## config.mk

```make
export PLATFORM = sky130hd
export DESIGN_NAME = hdlverifier_jtag_bus_master
export DESIGN_NICKNAME = d
export VERILOG_FILES = /design/src/rtl/hdlverifier_jtag_pkg.sv /design/src/rtl/hdlverifier_jtag_dr_shifter.sv /design/src/rtl/hdlverifier_jtag_bus_master.sv
export SDC_FILE = /design/constraint.sdc
export NUM_CORES = 1
export LEC_CHECK = 0
export ABC_AREA = 1
export CAP_MARGIN = 20
export CORE_MARGIN = 8
export CORE_UTILIZATION = 58
export CTS_CLUSTER_SIZE = 25
export DETAILED_ROUTE_END_ITERATION = 7
export PLACE_DENSITY = 0.84
export SLEW_MARGIN = 10
export SYNTH_ARGS = -nofsm -noshare
export SYNTH_HDL_FRONTEND = slang
export SYNTH_SLANG_ARGS = --single-unit
```

## constraint.sdc

```tcl
create_clock -name tck -period 4.4 [get_ports tck]
set_input_delay 1.1 -clock tck [delete_from_list [all_inputs] [get_ports tck]]
set_output_delay 1.1 -clock tck [all_outputs]
set_load 0.02 [all_outputs]
```

## src/rtl/hdlverifier_jtag_pkg.sv

```systemverilog
// Shared definitions for the JTAG-to-bus command controller: command
// encodings carried in the low DR bits, FSM states, and DR length helper.
package hdlverifier_jtag_pkg;

  // Command field, DR bits [1:0]
  typedef enum logic [1:0] {
    CMD_NOP   = 2'b00,
    CMD_WRITE = 2'b01,
    CMD_READ  = 2'b10,
    CMD_CLEAR = 2'b11
  } cmd_e;

  // Bus-side transaction state
  typedef enum logic {
    ST_IDLE = 1'b0,
    ST_REQ  = 1'b1
  } state_e;

  // DR holds cmd (2 bits), then address, then data
  function automatic int dr_len(input int addr_width, input int data_width);
    return 2 + addr_width + data_width;
  endfunction

endpackage

```

## src/rtl/hdlverifier_jtag_dr_shifter.sv

```systemverilog
// JTAG data register: parallel capture of status/read-back, LSB-first
// serial shift from tdi, with tdo always presenting bit 0.
module hdlverifier_jtag_dr_shifter #(
  parameter int DR_LEN = 50
) (
  input  logic              tck,
  input  logic              jtag_reset_n,
  input  logic              tdi,
  input  logic              capture_dr,
  input  logic              shift_dr,
  input  logic [DR_LEN-1:0] capture_data,
  output logic [DR_LEN-1:0] sr,
  output logic              tdo
);

  logic [DR_LEN-1:0] sr_q;
  logic [DR_LEN-1:0] sr_d;

  // Capture beats shift; update leaves the register untouched so the
  // parent can decode the scanned-in command from it.
  always_comb begin
    sr_d = sr_q;
    if (capture_dr) begin
      sr_d = capture_data;
    end else if (shift_dr) begin
      sr_d = {tdi, sr_q[DR_LEN-1:1]};
    end
  end

  // Shift register storage
  always_ff @(posedge tck or negedge jtag_reset_n) begin
    if (!jtag_reset_n) begin
      sr_q <= '0;
    end else begin
      sr_q <= sr_d;
    end
  end

  assign sr  = sr_q;
  // Driven straight from the flop, so tdo only moves on capture/shift edges
  assign tdo = sr_q[0];

endmodule

```

## src/rtl/hdlverifier_jtag_bus_master.sv

```systemverilog
// JTAG-to-bus command controller. DR scans are decoded on update into a
// single read or write on a req/ack register bus; status and the last read
// data are returned on the next DR capture. Runs entirely in the TCK domain.
module hdlverifier_jtag_bus_master
  import hdlverifier_jtag_pkg::*;
#(
  parameter int ADDR_WIDTH = 16,
  parameter int DATA_WIDTH = 32,
  parameter int TIMEOUT    = 255
) (
  input  logic                  tck,
  input  logic                  jtag_reset_n,
  input  logic                  tdi,
  output logic                  tdo,
  input  logic                  capture_dr,
  input  logic                  shift_dr,
  input  logic                  update_dr,
  output logic                  bus_req,
  output logic                  bus_we,
  output logic [ADDR_WIDTH-1:0] bus_addr,
  output logic [DATA_WIDTH-1:0] bus_wdata,
  input  logic                  bus_ack,
  input  logic [DATA_WIDTH-1:0] bus_rdata,
  output logic                  busy,
  output logic                  err
);

  localparam int DR_LEN = dr_len(ADDR_WIDTH, DATA_WIDTH);
  localparam int CNT_W  = $clog2(TIMEOUT + 1);
  // Last counter value before the request is abandoned; bus_req is then
  // high for exactly TIMEOUT cycles.
  localparam logic [CNT_W-1:0] CNT_LAST = CNT_W'(TIMEOUT - 1);
  localparam logic [CNT_W-1:0] CNT_MAX  = '1;

  // ---------------------------------------------------------------------
  // Registers
  // ---------------------------------------------------------------------
  state_e                state_q, state_d;
  logic                  bus_we_q, bus_we_d;
  logic [ADDR_WIDTH-1:0] bus_addr_q, bus_addr_d;
  logic [DATA_WIDTH-1:0] bus_wdata_q, bus_wdata_d;
  logic [ADDR_WIDTH-1:0] last_addr_q, last_addr_d;
  logic [DATA_WIDTH-1:0] rdata_hold_q, rdata_hold_d;
  logic                  err_q, err_d;
  logic [CNT_W-1:0]      cnt_q, cnt_d;

  // ---------------------------------------------------------------------
  // DR shifter
  // ---------------------------------------------------------------------
  logic [DR_LEN-1:0] sr;
  logic [DR_LEN-1:0] capture_data;

  // Read-back word, same field layout as a command: status in the cmd slot
  assign capture_data = {rdata_hold_q, last_addr_q, err_q, busy};

  hdlverifier_jtag_dr_shifter #(
    .DR_LEN(DR_LEN)
  ) u_dr_shifter (
    .tck          (tck),
    .jtag_reset_n (jtag_reset_n),
    .tdi          (tdi),
    .capture_dr   (capture_dr),
    .shift_dr     (shift_dr),
    .capture_data (capture_data),
    .sr           (sr),
    .tdo          (tdo)
  );

  // ---------------------------------------------------------------------
  // Command decode
  // ---------------------------------------------------------------------
  cmd_e cmd;
  logic update_win;
  logic is_xfer;

  assign cmd        = cmd_e'(sr[1:0]);
  // Update only acts when neither capture nor shift is asserted with it
  assign update_win = update_dr & ~capture_dr & ~shift_dr;
  assign is_xfer    = (cmd == CMD_WRITE) || (cmd == CMD_READ);

  // ---------------------------------------------------------------------
  // FSM next state, bus latches, timeout and sticky error
  // ---------------------------------------------------------------------
  logic timeout_hit;
  logic overrun_hit;

  // Next-state and datapath decisions for one TCK cycle
  always_comb begin
    state_d      = state_q;
    bus_we_d     = bus_we_q;
    bus_addr_d   = bus_addr_q;
    bus_wdata_d  = bus_wdata_q;
    last_addr_d  = last_addr_q;
    rdata_hold_d = rdata_hold_q;
    err_d        = err_q;
    cnt_d        = cnt_q;
    timeout_hit  = 1'b0;
    overrun_hit  = 1'b0;

    unique case (state_q)
      ST_IDLE: begin
        if (update_win && is_xfer) begin
          bus_we_d    = (cmd == CMD_WRITE);
          bus_addr_d  = sr[ADDR_WIDTH+1:2];
          bus_wdata_d = sr[DR_LEN-1 -: DATA_WIDTH];
          last_addr_d = sr[ADDR_WIDTH+1:2];
          cnt_d       = '0;
          state_d     = ST_REQ;
        end
      end
      ST_REQ: begin
        // Ack wins over a timeout landing in the same cycle
        if (bus_ack) begin
          if (!bus_we_q) begin
            rdata_hold_d = bus_rdata;
          end
          state_d = ST_IDLE;
        end else if (cnt_q == CNT_LAST) begin
          timeout_hit = 1'b1;
          state_d     = ST_IDLE;
        end else if (cnt_q != CNT_MAX) begin
          cnt_d = cnt_q + CNT_W'(1);
        end
        // A new transfer while one is outstanding is dropped, even on the
        // ack cycle; the outstanding one still completes normally.
        if (update_win && is_xfer) begin
          overrun_hit = 1'b1;
        end
      end
      default: begin
        state_d = ST_IDLE;
      end
    endcase

    if (update_win && (cmd == CMD_CLEAR)) begin
      err_d = 1'b0;
    end
    // A fresh error outranks a CLEAR arriving in the same cycle so no
    // failure is ever silently lost.
    if (timeout_hit || overrun_hit) begin
      err_d = 1'b1;
    end
  end

  // State and datapath registers
  always_ff @(posedge tck or negedge jtag_reset_n) begin
    if (!jtag_reset_n) begin
      state_q      <= ST_IDLE;
      bus_we_q     <= 1'b0;
      bus_addr_q   <= '0;
      bus_wdata_q  <= '0;
      last_addr_q  <= '0;
      rdata_hold_q <= '0;
      err_q        <= 1'b0;
      cnt_q        <= '0;
    end else begin
      state_q      <= state_d;
      bus_we_q     <= bus_we_d;
      bus_addr_q   <= bus_addr_d;
      bus_wdata_q  <= bus_wdata_d;
      last_addr_q  <= last_addr_d;
      rdata_hold_q <= rdata_hold_d;
      err_q        <= err_d;
      cnt_q        <= cnt_d;
    end
  end

  // Outputs come straight from flops; bus_req/busy drop as soon as the
  // asynchronous reset clears state_q.
  assign bus_req   = (state_q == ST_REQ);
  assign busy      = (state_q == ST_REQ);
  assign bus_we    = bus_we_q;
  assign bus_addr  = bus_addr_q;
  assign bus_wdata = bus_wdata_q;
  assign err       = err_q;

endmodule

```

==> metrics, run 1 <==
Setup TNS 0 ps; status finished clean; GR Overflow Total 0; grt peak-use layer met2; cts repair resizes 0; PwrDens 654.1 mW/mm²; max-cap viol count 0; syn nets 650; Initial Util 0.5841; Yosys top cell area share 0.5958; Detail Route Antenna Nets 0; design area 0.007447 mm²; ANT cells 0; synthesis-to-layout area growth 25.76%; YS warnings 0; vias in the first global route 4669; share of layout cells above drive strength 1 0.1130; post-synth cell types 27; R2R Setup Slk 2150 ps; # Post-CTS Setup Buffers 0; first-iteration detailed-routing DRC count 458; FILL cells 642; Synth Flop Type dfrtp_1; Final Max Slew Viols 0; setup ws final 1634 ps; CP max FO 8; CP endpoint bus_req; Hold-fix buffers, CTS 0; Die Ht 117.0 µm; synthesized cell area 0.005922 mm²; Synth area leaders dfrtp_1, a21oi_1, nand2_1, mux2_2, o21ai_0; hold_sp bus_wdata[3]$_DFFE_PN0P_; final hold vios 0; critical path endpoint category primary output; 1st-pass router iterations 5; cells along the critical path clkdlybuf4s50_1; ys async rst share 1.000; Sink Count 141; Hold Path Class reg2reg; Syn Area/Cell 9.756 µm²; RSZ-0062 raised after global routing false; Max Fclk 0.3615 GHz; Data arrival, critical path 1670 ps; pre-CTS WS 1433 ps; initial antenna violation count 0; Top delay family on crit path buffers and inverters; beginning of the worst register-to-register path u_dr_shifter.sr[0]$_DFFE_PN0P_; CP max-delay cell clkdlybuf4s50_1; startpoint type of the worst setup path flop; Slew HR 0.3694; Die Area 0.01370 mm²; GPL Wtd Cong 0.8062; Finish-stage setup viols 0; clock-pin slew on the worst setup and hold paths 60 ps; Critical Path Start bus_req$_DFF_PN0_; GRT met1 Usage 0.2616; Final Skew 7.888 ps; top-count cell post-synth a21oi_1; Req. time, crit path 3300 ps; CP Depth 1; CTS Buffer Depth 2; Via density 5.612; Mapped Cells 607; Vias 4686; Root Driver clkbuf_8; num ports 92; Setup Crit Path Kind reg2out; row count 37; minimum clock period 2766 ps; Buf+Inv Stages, Crit Path 1; NumNets Final 729; buffers added on ports 91; largest net degree at the start of global routing 99; Synth top cells by count a21oi_1, dfrtp_1, nand2_1; crit share post-route 0.6287; Worst-Margin Slew 946.0 ps; gr usage total 0.2121; EDFF count, synth 0; FF-to-FF path depth 8; Final HPWL DP 8512 µm; Core Area 0.01014 mm²; Yosys reg bits 141; met2 Use GR 0.3585; reg2reg end cnt_q[0]$_DFFE_PN0P_; H-tree depth 4; drt drc 0; Avg WL per Cell 16.54 µm; die width 117.0 µm; Seq/Total Area, Yosys 0.5958; placed cell area 0.006872 mm²; dominant cell type by area after synthesis dfrtp_1; critical path's largest stage delay 670 ps; met3 usage 0.04772; TritonCTS Buffers 17; VDD IR max 398.8 µV; TritonCTS clock tree done; Lkg Pwr 3.456 nW; clk_lat worst skew 520 ps; first-pass GRT wire length 22580 µm; total routed wirelength 13820 µm
[registers in the layout, indices dropped and copies added, names as in the netlist]
register / count
cnt_q: 8
err: 1
bus_req: 1
bus_we: 1
rdata_hold_q: 32
last_addr_q: 16
u_dr_shifter.sr: 50
bus_wdata: 32
[stage by stage]
stage	hold WS, ps	utilization	instances	total power [W]
after global routing	514.7	0.7345	835	0.005123
after global placement	471.9	0.6758	802	0.003406
after floorplan	473.9	-	607	0.002785
after detailed placement	472.5	0.6778	803	0.003474
after CTS	487.6	0.7345	835	0.004887
final	486.7	0.7345	835	0.004871
[power breakdown]
group          internal [W]  switching [W]  total (W)
Sequential          0.00177       0.000294    0.00206
Combinational      0.000675       0.000755    0.00143
Clock              0.000818       0.000563    0.00138
Total               0.00326        0.00161    0.00487
[final cells by class]
| type | count | area (µm²) | share of cell area |
|---|---|---|---|
| clock inverter | 14 | 157.7 | 0.02117 |
| clock buffer | 18 | 417.9 | 0.05612 |
| tap | 136 | 170.2 | 0.02285 |
| multi-input combinational | 364 | 1967 | 0.2641 |
| sequential | 141 | 3528 | 0.4738 |
| timing repair buffer | 97 | 962.2 | 0.1292 |
| inverter | 65 | 244.0 | 0.03276 |
[routing by layer]
layer	wire length, µm	up-vias
met3	859	27
li1	-	2163
met2	7143	185
met1	5533	2311
met4	278	0
met5	0	-
[kinds of logic (layout without fill, tap and decap cells)]
group | Yosys count | count (layout) | synth area share
simple gates | 127 | 127 | 0.08853
fa+ha+maj | 4 | 4 | 0.008452
flops | 141 | 141 | 0.5958
mux | 32 | 32 | 0.06275
compound gates | 201 | 201 | 0.1709
buf+inv | 102 | 194 | 0.07353
[layout by cell type (no fill, tap or decap), drive strengths merged]
| master | count |
|---|---|
| a21oi | 145 |
| dfrtp | 141 |
| nand2 | 99 |
| clkdlybuf4s50 | 88 |
| inv | 71 |
| o21ai | 52 |
| mux2 | 32 |
| clkbuf | 18 |
| nor2 | 16 |
| buf | 9 |
| nand3 | 7 |
| ha | 4 |
| clkinv | 4 |
| nand4 | 3 |
| o22ai | 2 |
| bufinv | 2 |
| clkinvlp | 2 |
| o21bai | 1 |
| nor3b | 1 |
| nand3b | 1 |
| a31oi | 1 |
[how the worst min path moves through the flow]
| stage | to | slack [ps] | cells after the start |
|---|---|---|---|
| CTS | bus_wdata[3]$_DFFE_PN0P_ | 490 | 2 |
| global route | bus_wdata[3]$_DFFE_PN0P_ | 510 | 2 |
| global placement | bus_wdata[31]$_DFFE_PN0P_ | 470 | 2 |
| finish | bus_wdata[3]$_DFFE_PN0P_ | 490 | 2 |
| detailed placement | bus_wdata[3]$_DFFE_PN0P_ | 470 | 2 |
| floorplan | rdata_hold_q[31]$_DFFE_PN0P_ | 470 | 1 |
(Power assumes the default switching activity.)
==> run 2: changes to the inputs <==
--- a/config.mk
+++ b/config.mk
@@ -8,10 +8,10 @@
 export ABC_AREA = 1
 export CAP_MARGIN = 20
 export CORE_MARGIN = 8
-export CORE_UTILIZATION = 58
+export CORE_UTILIZATION = 54
 export CTS_CLUSTER_SIZE = 25
 export DETAILED_ROUTE_END_ITERATION = 7
-export PLACE_DENSITY = 0.84
+export PLACE_DENSITY = 0.79
 export SLEW_MARGIN = 10
 export SYNTH_ARGS = -nofsm -noshare
 export SYNTH_HDL_FRONTEND = slang
==> constraint.sdc (replaced) <==
create_clock -name tck -period 2.9 [get_ports tck]
set_input_delay 0.725 -clock tck [delete_from_list [all_inputs] [get_ports tck]]
set_output_delay 0.725 -clock tck [all_outputs]
set_load 0.02 [all_outputs]
==> metrics, run 2 (synthesis results as in run 1) <==
status finished clean (unchanged); cells along the critical path clkdlybuf4s50_1 (unchanged); RSZ-0062 raised after global routing false (unchanged); Top delay family on crit path buffers and inverters (unchanged); GR Overflow Total 0 (unchanged); die width 120.7 µm (was 117.0 µm); first-pass GRT wire length 22650 µm (was 22580 µm); Lkg Pwr 3.503 nW (was 3.456 nW); 1st-pass router iterations 5 (unchanged); max-cap viol count 0 (unchanged); first-iteration detailed-routing DRC count 420 (was 458); Core Area 0.01079 mm² (was 0.01014 mm²); Worst-Margin Slew 557.9 ps (was 946.0 ps); Final Util 0.6992 (was 0.7345); initial antenna violation count 0 (unchanged); clock-pin slew on the worst setup and hold paths 60 ps (about the same); Buf+Inv Stages, Crit Path 1 (unchanged); minimum clock period 2413 ps; Req. time, crit path 2170 ps (was 3300 ps); Met2 Routed Length 6911 µm (was 7143 µm); Sink Count 141 (unchanged); Final HPWL DP 8799 µm (was 8512 µm); Setup Crit Path Kind reg2out (unchanged); PwrDens 999.3 mW/mm² (was 654.1 mW/mm²); GPL Wtd Cong 0.8257 (was 0.8062); Finish-stage setup viols 0 (unchanged); Final Skew 6.907 ps (was 7.888 ps); Die Area 0.01457 mm² (was 0.01370 mm²); Setup TNS 0 ps (unchanged); final hold vios 0 (unchanged); most common cell after layout, fill and taps aside a21oi_1 (unchanged); metal3 WL 742 µm (was 859 µm); Die Ht 120.7 µm (was 117.0 µm); commonest cells after routing, fill and taps aside a21oi_1, dfrtp_1, nand2_1, clkdlybuf4s50_1, inv_1 (unchanged); Final Max Slew Viols 0 (unchanged); Slew HR 0.6281 (was 0.3694); row count 38 (was 37); total routed wirelength 13480 µm (was 13820 µm); Hold-fix buffers, CTS 0 (unchanged); Via density 5.436 (was 5.612); crit share post-route 0.8320; H-tree depth 4 (unchanged); met1 WL 5467 µm (was 5533 µm); CP max-delay cell clkdlybuf4s50_1 (unchanged); cts repair resizes 0 (unchanged); critical path endpoint category primary output (unchanged); CTS Buffer Depth 2 (unchanged); ANT cells 0 (unchanged); fin cells 841 (was 835); Initial Util 0.5487 (was 0.5841); VDD IR max 526.0 µV (was 398.8 µV); Hold WS 123.9 ps (was 486.7 ps); gr usage total 0.1955 (was 0.2121); FILL cells 778 (was 642); startpoint type of the worst setup path flop (unchanged); critical path's largest stage delay 670 ps (about the same); CP max FO 8 (unchanged); # Post-CTS Setup Buffers 0 (unchanged); clk_lat worst skew 520 ps (about the same); synthesis-to-layout area growth 27.42% (was 25.76%); top routing layer used met4 (unchanged); NumNets Final 731 (was 729); TritonCTS clock tree done (unchanged); Root Driver clkbuf_8 (unchanged); Max Fclk 0.4144 GHz; Data arrival, critical path 1690 ps (was 1670 ps); max reg flops 50 (unchanged); largest net degree at the start of global routing 65 (was 99); Hold Path Class in2async (was reg2reg); Vias 4572 (was 4686); TritonCTS Buffers 17 (unchanged); vias in the first global route 4803 (was 4669); num ports 92 (unchanged); buffers added on ports 91 (unchanged); Detail Route Antenna Nets 0 (unchanged); DP Cell Count 809 (was 803); drt drc 0 (unchanged); Avg WL per Cell 16.03 µm (was 16.54 µm); share of layout cells above drive strength 1 0.1170 (was 0.1130)
==> run 2: cell count changes in the layout (fill, tap and decap cells not counted), sizes merged <==
cell,change
clkbuf,+4
bufinv,+2
buf,+2
inv,-6
==> run 2: layout make-up <==
cell class / instances / area [µm²] / share of cell area
sequential: 141 / 3528 / 0.4676
tap: 140 / 175.2 / 0.02321
clock buffer: 22 / 483.0 / 0.06400
timing repair buffer: 99 / 989.7 / 0.1312
clock inverter: 10 / 158.9 / 0.02106
inverter: 65 / 244.0 / 0.03233
multi-input combinational: 364 / 1967 / 0.2607
==> run 2: path summary, 6_finish.rpt <==
check	startpoint	to	slack [ps]	cells past startpoint
min in group tck	bus_wdata[9]$_DFFE_PN0P_	bus_wdata[9]$_DFFE_PN0P_	480	2
setup / recovery	bus_req$_DFF_PN0_	busy	490	1
hold / removal	jtag_reset_n	bus_wdata[24]$_DFFE_PN0P_	120	1
max in group asynchronous	jtag_reset_n	u_dr_shifter.sr[48]$_DFFE_PN0P_	2010	2
setup reg to reg	bus_req$_DFF_PN0_	rdata_hold_q[27]$_DFFE_PN0P_	1100	5
hold reg to reg	bus_wdata[9]$_DFFE_PN0P_	bus_wdata[9]$_DFFE_PN0P_	480	2
==> run 2: metal layers <==
layer  track usage  vias up
met5             0        -
met1        0.2239     2222
li1              -     2165
met4       0.09368        0
met3       0.05594       29
met2        0.3317      156
==> run 2: power breakdown <==
part | internal, W | leakage (nW) | switching (W)
combinational | 0.00103 | 1.42 | 0.00113
sequential | 0.00268 | 1.77 | 0.000401
clock | 0.00151 | 0.313 | 0.000796
==> run 2: metrics by stage <==
| stage | setup WS (ps) | total power [W] | cell area (µm²) |
|---|---|---|---|
| global route | 432.8 | 0.007938 | 7546 |
| CTS | 472.4 | 0.007586 | 7546 |
| detailed placement | 610.5 | 0.005259 | 6904 |
| finish | 487.1 | 0.007541 | 7546 |
| global placement | 658.0 | 0.005150 | 6904 |
| floorplan | 1180 | 0.004226 | 5922 |
==> run 3: changes to the inputs <==
--- a/config.mk
+++ b/config.mk
@@ -8,10 +8,10 @@
 export ABC_AREA = 1
 export CAP_MARGIN = 20
 export CORE_MARGIN = 8
-export CORE_UTILIZATION = 54
+export CORE_UTILIZATION = 48
 export CTS_CLUSTER_SIZE = 25
 export DETAILED_ROUTE_END_ITERATION = 7
-export PLACE_DENSITY = 0.79
+export PLACE_DENSITY = 0.74
 export SLEW_MARGIN = 10
 export SYNTH_ARGS = -nofsm -noshare
 export SYNTH_HDL_FRONTEND = slang
==> constraint.sdc (replaced) <==
create_clock -name tck -period 2 [get_ports tck]
set_input_delay 0.5 -clock tck [delete_from_list [all_inputs] [get_ports tck]]
set_output_delay 0.5 -clock tck [all_outputs]
set_load 0.02 [all_outputs]
==> metrics, run 3 (synthesis results as in run 1) <==
status finished clean (unchanged); critical path's largest stage delay 630 ps (was 670 ps); Core Area 0.01201 mm² (was 0.01079 mm²); largest net degree at the start of global routing 99 (was 65); CP max FO 3 (was 8); row count 40 (was 38); Die Ht 127.1 µm (was 120.7 µm); Setup Crit Path Kind reg2out (unchanged); clk_lat worst skew 410 ps (was 520 ps); TritonCTS Buffers 17 (unchanged); 1st-pass router iterations 5 (unchanged); Avg WL per Cell 15.70 µm (was 16.03 µm); drt drc 0 (unchanged); final hold vios 0 (unchanged); share of total power in the clock network 0.303 (was 0.306); crit share post-route 0.9682; Hold WS 4.599 ps (was 123.9 ps); PwrDens 1444 mW/mm² (was 999.3 mW/mm²); first-iteration detailed-routing DRC count 433 (was 420); startpoint type of the worst setup path flop (unchanged); Final Skew 12.93 ps (was 6.907 ps); internal power 0.007562 W (was 0.005217 W); Sink Count 141 (unchanged); Die Area 0.01615 mm² (was 0.01457 mm²); Final Util 0.6325 (was 0.6992); Vias 4515 (was 4572); Slew HR 0.6329 (was 0.6281); Max Fclk 0.5164 GHz; Data arrival, critical path 1440 ps (was 1690 ps); CP max-delay cell clkdlybuf4s50_1 (unchanged); Sw Ratio 0.3106 (was 0.3082); CTS Buffer Depth 2 (unchanged); top routing layer used met4 (unchanged); Initial Util 0.4930 (was 0.5487); Setup TNS 0 ps (unchanged); H-tree depth 4 (unchanged); max-cap viol count 0 (unchanged); sequential share of power 0.413 (was 0.408); Hold Path Class in2async (unchanged); R2R Setup Slk 260 ps (was 1100 ps); combinational power share 0.283 (was 0.286); RSZ-0062 raised after global routing false (unchanged); Top delay family on crit path buffers and inverters (unchanged); total routed wirelength 13320 µm (was 13480 µm); gr usage total 0.1717 (was 0.1955); P_sw 0.003406 W (was 0.002324 W); # Post-CTS Setup Buffers 0 (unchanged); Lkg Pwr 3.538 nW (was 3.503 nW); initial antenna violation count 0 (unchanged); commonest cells after routing, fill and taps aside a21oi_1, dfrtp_1, nand2_1, clkdlybuf4s50_1, inv_1 (unchanged); ANT cells 0 (unchanged); met1 WL 5650 µm (was 5467 µm); minimum clock period 1936 ps; FILL cells 971 (was 778); Hold-fix buffers, CTS 0 (unchanged); cells along the critical path clkdlybuf4s50_1 (unchanged); buffers added on ports 91 (unchanged); share of layout cells above drive strength 1 0.1155 (was 0.1170); GR Overflow Total 0 (unchanged); vias in the first global route 4608 (was 4803); Detail Route Antenna Nets 0 (unchanged); Worst-Margin Slew 550.7 ps (was 557.9 ps); clock-pin slew on the worst setup and hold paths 60 ps (about the same); Buf+Inv Stages, Crit Path 1 (unchanged); Final Max Slew Viols 0 (unchanged); num ports 92 (unchanged); max reg flops 50 (unchanged); VDD IR max 648.0 µV (was 526.0 µV); GPL Wtd Cong 0.8204 (was 0.8257); TritonCTS clock tree done (unchanged); critical path endpoint category primary output (unchanged); most common cell after layout, fill and taps aside a21oi_1 (unchanged); Met2 Routed Length 6788 µm (was 6911 µm); Via density 5.324 (was 5.436); first-pass GRT wire length 22330 µm (was 22650 µm); NumNets Final 731 (unchanged); Root Driver clkbuf_16 (was clkbuf_8); Req. time, crit path 1500 ps (was 2170 ps); metal3 WL 626 µm (was 742 µm); die width 127.1 µm (was 120.7 µm); Finish-stage setup viols 0 (unchanged); synthesis-to-layout area growth 28.29% (was 27.42%); Final HPWL DP 8542 µm (was 8799 µm)
## run 3: changes by cell type in the layout (fill, tap and decap cells not counted)
cell,previous run,this run
clkdlybuf4s50_1,88,85
dlymetal6s2s_1,0,1
buf_12,2,6
buf_4,7,3
clkbuf_8,6,3
clkbuf_16,16,17
dlygate4sd2_1,0,2
clkinv_2,3,4
clkbuf_1,0,1
## run 3: final cells by class
type,count,area [µm²],share of cell area
clock inverters,11,163.9,0.02157
inverters,65,244.0,0.03211
clock buffers,21,470.5,0.06192
flip-flops and latches,141,3528,0.4644
multi-input cells,364,1967,0.2589
repair buffers,99,1040,0.1369
well taps,147,183.9,0.02421
## run 3: worst paths after layout
kind	startpoint	to	cells past startpoint
worst min register to register	rdata_hold_q[26]$_DFFE_PN0P_	rdata_hold_q[26]$_DFFE_PN0P_	1
worst max register to register	u_dr_shifter.sr[0]$_DFFE_PN0P_	bus_wdata[8]$_DFFE_PN0P_	5
worst min-delay path	jtag_reset_n	u_dr_shifter.sr[43]$_DFFE_PN0P_	1
min in group tck	rdata_hold_q[26]$_DFFE_PN0P_	rdata_hold_q[26]$_DFFE_PN0P_	1
worst max-delay path	last_addr_q[15]$_DFFE_PN0P_	bus_addr[15]	1
max in group asynchronous	jtag_reset_n	u_dr_shifter.sr[17]$_DFFE_PN0P_	2
## run 3: metrics by stage
step / total power (W) / std cells / setup WS, ps / cell area, µm²
after floorplan: 0.006128 / 607 / 435.6 / 5922
after global placement: 0.007547 / 816 / 169.3 / 6963
after detailed placement: 0.007682 / 816 / 87.88 / 6963
after CTS: 0.01108 / 848 / 13.04 / 7595
after global routing: 0.01157 / 848 / 9.794 / 7597
final: 0.01097 / 848 / 63.62 / 7597
## run 3: power groups by stage
stage | sequential (W) | clock, W | combinational (W)
2_1_floorplan | 0.00491 | 0 | 0.00122
3_3_place_gp | 0.00453 | 0 | 0.00302
3_5_place_dp | 0.00455 | 0 | 0.00313
4_1_cts | 0.00453 | 0.00339 | 0.00316
5_1_grt | 0.00465 | 0.00351 | 0.00340
6_report | 0.00453 | 0.00333 | 0.00311
## run 3: per-layer routing
layer | track usage | vias to the layer above
met3 | 0.04825 | 22
met1 | 0.2059 | 2214
li1 | - | 2167
met2 | 0.2838 | 112
met4 | 0.07488 | 0
met5 | 0 | -
## run 3: repair_timing
| item | 4_1_cts | 5_1_grt |
|---|---|---|
| endpoints found under the setup margin | 2 | 1 |
| resized for setup | 2 | 1 |
| pin swaps | 0 | 0 |
